File: config.mk
export PLATFORM = sky130hd
export DESIGN_NAME = universal_register
export DESIGN_NICKNAME = d
export VERILOG_FILES = /design/src/rtl/universal_register.sv
export SDC_FILE = /design/constraint.sdc
export NUM_CORES = 1
export LEC_CHECK = 0
export ABC_AREA = 1
export ABC_CLOCK_PERIOD_IN_PS = 1420
export CORE_UTILIZATION = 38
export CTS_BUF_LIST = sky130_fd_sc_hd__clkbuf_2
export DETAILED_ROUTE_END_ITERATION = 8
export PLACE_DENSITY = 0.85
export SYNTH_ARGS = -nofsm -noshare
export SYNTH_HDL_FRONTEND = slang
export SYNTH_SLANG_ARGS = --single-unit
export TNS_END_PERCENT = 10
File: constraint.sdc
create_clock -name clk -period 1.42 [get_ports clk]
set_input_delay 0.284 -clock clk [delete_from_list [all_inputs] [get_ports clk]]
set_output_delay 0.284 -clock clk [all_outputs]
set_load 0.005 [all_outputs]
File: src/rtl/universal_register.sv
// ============================================================================
// Module   : universal_register
// Brief    : WIDTH-bit register with hold, parallel load, left/right shift
//            and up/down count with a registered terminal-count pulse.
//            Define UNIVERSAL_REGISTER_SATURATE_EN to make count saturate.
// Revision : 1.0 - initial release
// ============================================================================
`default_nettype none

module universal_register #(
    parameter int unsigned      WIDTH       = 4,
    parameter logic [WIDTH-1:0] RESET_VALUE = '0
) (
    input  logic             clk,
    input  logic             rst,
    input  logic             en,
    input  logic [1:0]       mode,
    input  logic             dir,
    input  logic [WIDTH-1:0] d,
    input  logic             sin,
    output logic [WIDTH-1:0] q,
    output logic [WIDTH-1:0] q_n,
    output logic             sout,
    output logic             tc
);

    localparam logic [1:0]       c_MODE_HOLD  = 2'd0;
    localparam logic [1:0]       c_MODE_LOAD  = 2'd1;
    localparam logic [1:0]       c_MODE_SHIFT = 2'd2;
    localparam logic [1:0]       c_MODE_COUNT = 2'd3;
    localparam logic [WIDTH-1:0] c_ONE        = {{(WIDTH-1){1'b0}}, 1'b1};

    logic [WIDTH-1:0] r_q;
    logic             r_sout;
    logic             r_tc;

    logic [WIDTH-1:0] w_q_next;
    logic             w_sout_next;
    logic             w_tc_next;
    logic             w_all_ones;
    logic             w_zero;

    assign w_all_ones = &r_q;
    assign w_zero     = ~|r_q;

    always_comb begin
        w_q_next    = r_q;
        w_sout_next = r_sout;
        w_tc_next   = 1'b0;
        if (en) begin
            case (mode)
                c_MODE_HOLD: begin
                    w_q_next = r_q;
                end
                c_MODE_LOAD: begin
                    w_q_next = d;
                end
                c_MODE_SHIFT: begin
                    if (!dir) begin
                        w_q_next    = {r_q[WIDTH-2:0], sin};
                        w_sout_next = r_q[WIDTH-1];
                    end else begin
                        w_q_next    = {sin, r_q[WIDTH-1:1]};
                        w_sout_next = r_q[0];
                    end
                end
                c_MODE_COUNT: begin
                    // tc flags the attempted terminal step, whether it wraps or saturates
                    if (!dir) begin
                        w_tc_next = w_all_ones;
`ifdef UNIVERSAL_REGISTER_SATURATE_EN
                        w_q_next  = w_all_ones ? r_q : r_q + c_ONE;
`else
                        w_q_next  = r_q + c_ONE;
`endif
                    end else begin
                        w_tc_next = w_zero;
`ifdef UNIVERSAL_REGISTER_SATURATE_EN
                        w_q_next  = w_zero ? r_q : r_q - c_ONE;
`else
                        w_q_next  = r_q - c_ONE;
`endif
                    end
                end
                default: begin
                    w_q_next = r_q;
                end
            endcase
        end
    end

    always_ff @(posedge clk) begin
        if (rst) begin
            r_q    <= RESET_VALUE;
            r_sout <= 1'b0;
            r_tc   <= 1'b0;
        end else begin
            r_q    <= w_q_next;
            r_sout <= w_sout_next;
            r_tc   <= w_tc_next;
        end
    end

    assign q    = r_q;
    assign q_n  = ~r_q;
    assign sout = r_sout;
    assign tc   = r_tc;

endmodule

`default_nettype wire

Word-level counts from Yosys, hierarchy flattened
Cells that the tools add are included.
{"block": "classes", "add_sub_neg": 2, "eq_ne": 3, "n_mux": 5, "bitwise_logic": 4, "reduce_logical": 7}
{"op": "4-bit one-hot mux with 3 select lines", "n": 1}
{"op": "4-bit two-way mux", "n": 2}
{"op": "4-bit by 1-bit adder with 4-bit output, second input constant", "n": 1}
{"op": "2-bit == test, second input constant", "n": 2}
{"op": "4-bit NOT", "n": 1}
{"op": "2-bit AND reduction", "n": 2}
{"op": "4-bit AND reduction", "n": 1}
{"op": "4-bit OR reduction", "n": 1}
{"op": "4-bit by 1-bit subtractor with 4-bit output, second input constant", "n": 1}
{"op": "1-bit NOT", "n": 3}
{"op": "3-bit OR reduction", "n": 1}
{"op": "2-bit by 1-bit == test with 1-bit output, second input constant", "n": 1}
{"op": "2-bit logical NOT", "n": 1}
{"op": "1-bit two-way mux", "n": 2}
{"op": "1-bit logical NOT", "n": 1}
{"block": "totals", "ff_bits": 6, "inputBits": 11, "output_inout_bits": 10, "wordCells": 24}

Longest topological paths before layout
Gate-level depths: netlist of run 1.
{"block": "logic_depth", "depth_word": 3, "mapped_depth": 9, "ltp_nobuf": 8}

Worst setup path after synthesis of run 1
OpenSTA, ideal clock, no wires.
{"block": "synth_path", "path_type": "register to register", "start": "register r_q[0] (netlist: q[0])", "end": "register r_q[1] (netlist: q[1])", "setup_time_ps": 117, "arrival_time_ps": 1272, "setup_slack_ps": 31, "stages_incl_launch_ff": 6, "n_path_buf": 0, "path_cell_list": "dfxtp_1 > inv_1 > fa_1 > o211ai_1 > nor2_1 > nor2_1"}
{"block": "synth_between", "elab_chain_cells": 3, "word_cells_on_any_way": 5}
{"item": "start, declared", "line": "33", "rtl": "logic [WIDTH-1:0] r_q;"}
{"item": "start signal, assigned", "line": "98", "rtl": "r_q <= w_q_next;"}
{"item": "4-bit by 1-bit adder with 4-bit output / 4-bit by 1-bit subtractor with 4-bit output (equally long branches)", "line": "74, 81"}
{"item": "4-bit two-way mux", "line": "69", "rtl": "if (!dir) begin"}
{"item": "4-bit one-hot mux with 3 select lines *", "line": "51", "rtl": "case (mode)"}
Every way passes the cells marked *; elsewhere a longest branch is shown, timed or not.
A chain may end at the register's enable or synchronous reset.

Worst setup path in the final report of run 1
{"block": "layout_path", "start": "register r_q[3] (netlist: q[3])", "end": "output q[3]"}
{"item": "end, declared", "line": "21", "rtl": "output logic [WIDTH-1:0] q,"}
No word-level cell between the ends.

==> metrics.cfg, run 1 <==
[outcome]
status=finished clean

[critical_path]
path_cells=clkdlybuf4s50_1
arrival_ns=1.11
cp_slowest_cell=clkdlybuf4s50_1
cpPeakStageDelay_ns=0.50
cp-start-kind=register
path_class=register to primary output
cp_max_fo=5
path_buf_inv=1
critPathTopFamily=buffers and inverters
end_kind=primary output
worstPathRequired_ns=1.14

[yosys]
synthesis.area_um2=503
synth-seq-area-share=0.239
yosysWarnings=0
synthCells=78
synth-seq-cells=6
synth_nets=92
yosysUniqueCellTypes=20
synth.avg_cell_area_um2=6.45

[timing]
hold_viol_final=0
final.min_clock_period_ns=1.39
tightest_slew_ns=0.197
final.setup_skew_ns=0.0106
fin_ws_ns=0.0267
slew_violations=0
period_share=0.981
finalSetupViolCount=0
tns_ns=0
max_freq_mhz=718
slew_headroom=0.868

[layout]
final_cells=122
fin_nets=124
drive_gt1_frac=0.259
n_antenna_cell=0
final_cell_area_um2=807
final_common_cell=nand2_1
fillers=95
most-common-layout-cells=nand2_1, clkdlybuf4s50_1, inv_1, nor2_1, buf_4
area_growth_pct=60.4

[grt]
grt_pass1_vias=533
grt_start_max_net_pins=7
antenna_found_initial=0
track_usage=0.229
grt_pass1_wl_um=2280
grt.overflow.total=0

[drt]
drt_iter0_markers=39
wire_per_inst_um=11.8
wirelength_um=1450
final_antenna_net_count=0
drc=0
drtPass1Iterations=4
viasPerCell=5.25
vias=640

[pwr]
pwr-share-seq=0.353
sw_frac_of_total=0.352
clkPwrFrac=0.247
p_int_w=0.000347
p_switching_w=0.000188
powerDensity_nw_per_um2=664
ir_drop_uv=414
combinationalPowerShare=0.400
leakagePower_nw=0.423

[die]
core.rowCount=12
dieHeight_um=38.4
core_um2=1170
die_area_um2=1470
initial_core_util=0.429
die_w_um=38.4
ioPinCount=21

[placed_design]
gp_congestion=0.913
numPortBuffers=20
place_ws_ns=-0.418
dpl.hpwl_um=1120
dp_cells=119
placed_area_um2=769

[clock_tree]
post_cts_buffers=0
cts_buffers=3
clock-sinks=6
cts.repair.resized=4
root_buffer=clkbuf_2
clock_latency_ns=0.23
htreeDepth=1
cts_hold_buf=0
cts_tree=yes
cts_buffer_depth=2
cts.clk_slew.worst_paths_ns=0.08

[job]
drv_cap=0

[min_path]
worst_hold_path_type=register to register

==> path summary, 6_finish.rpt <==
kind         slack [ns]  cells past startpoint           endpoint               from
min                0.47                      2  sout$_SDFFE_PP0P_  sout$_SDFFE_PP0P_
min reg2reg        0.47                      2  sout$_SDFFE_PP0P_  sout$_SDFFE_PP0P_
max                0.03                      1               q[3]  q[3]$_SDFFE_PP0P_
max reg2reg        0.15                      5  q[1]$_SDFFE_PP0P_  q[0]$_SDFFE_PP0P_
==> logic make-up after synthesis <==
group,count (synthesis),share of synthesized area
simple gates,35,0.308
fa+ha+maj,3,0.0895
buf+inv,15,0.132
compound gates,19,0.231
flops,6,0.239
==> Yosys cell counts (all sizes together) <==
library cell | count | area (um2)
fa | 1 | 20.0
nand2 | 19 | 83.8
o211ai | 3 | 22.5
or2 | 1 | 6.26
inv | 14 | 55.1
nor2 | 8 | 30.0
buf | 1 | 11.3
nor3 | 1 | 5.00
a21oi | 8 | 43.8
nand3 | 6 | 30.0
o21ai | 7 | 42.5
a211oi | 1 | 7.51
ha | 2 | 25.0
dfxtp | 6 | 120
==> cell type report <==
type                    count  area [um2]  area share
flip-flops and latches      6         126       0.157
inverters                  14        55.1      0.0682
well taps                  14        17.5      0.0217
multi-input cells          57         317       0.392
repair buffers             28         277       0.343
clock buffers               3        15.0      0.0186
==> flip-flops by register name, summed over array words and instances (netlist names) <==
register  count
sout          1
tc            1
q             4
==> metrics by stage <==
stage / util / power [W] / hold slack (ns)
after floorplan: - / 0.000291 / 0.353
after global placement: 0.657 / 0.000402 / 0.456
after detailed placement: 0.657 / 0.000408 / 0.469
after CTS: 0.671 / 0.000533 / 0.478
after global routing: 0.689 / 0.000573 / 0.495
final: 0.689 / 0.000536 / 0.474
==> metal layers <==
metal,global-route usage,part of all wire,up-vias
met1,0.295,0.38,268
met5,0,0,-
met2,0.352,0.47,48
met4,0.121,0.028,0
met3,0.0523,0.13,10
li1,-,-,314
==> power groups by stage <==
stage	clock, W	sequential (W)	combinational (W)
after CTS	0.000126	0.000189	0.000218
after detailed placement	0	0.000191	0.000217
after global routing	0.000145	0.000190	0.000238
after global placement	0	0.000191	0.000212
after floorplan	0	0.000195	0.0000954
final	0.000132	0.000189	0.000214
No activity file was read; power rests on OpenSTA's default activity.
==> run 2: changes to the inputs <==
--- a/config.mk
+++ b/config.mk
@@ -11,6 +11,7 @@
 export CTS_BUF_LIST = sky130_fd_sc_hd__clkbuf_2
 export DETAILED_ROUTE_END_ITERATION = 8
 export PLACE_DENSITY = 0.85
+export SLEW_MARGIN = 20
 export SYNTH_ARGS = -nofsm -noshare
 export SYNTH_HDL_FRONTEND = slang
 export SYNTH_SLANG_ARGS = --single-unit
==> results of run 2 <==
Same layout as run 1: the final DEF is identical, and so are final timing and power.
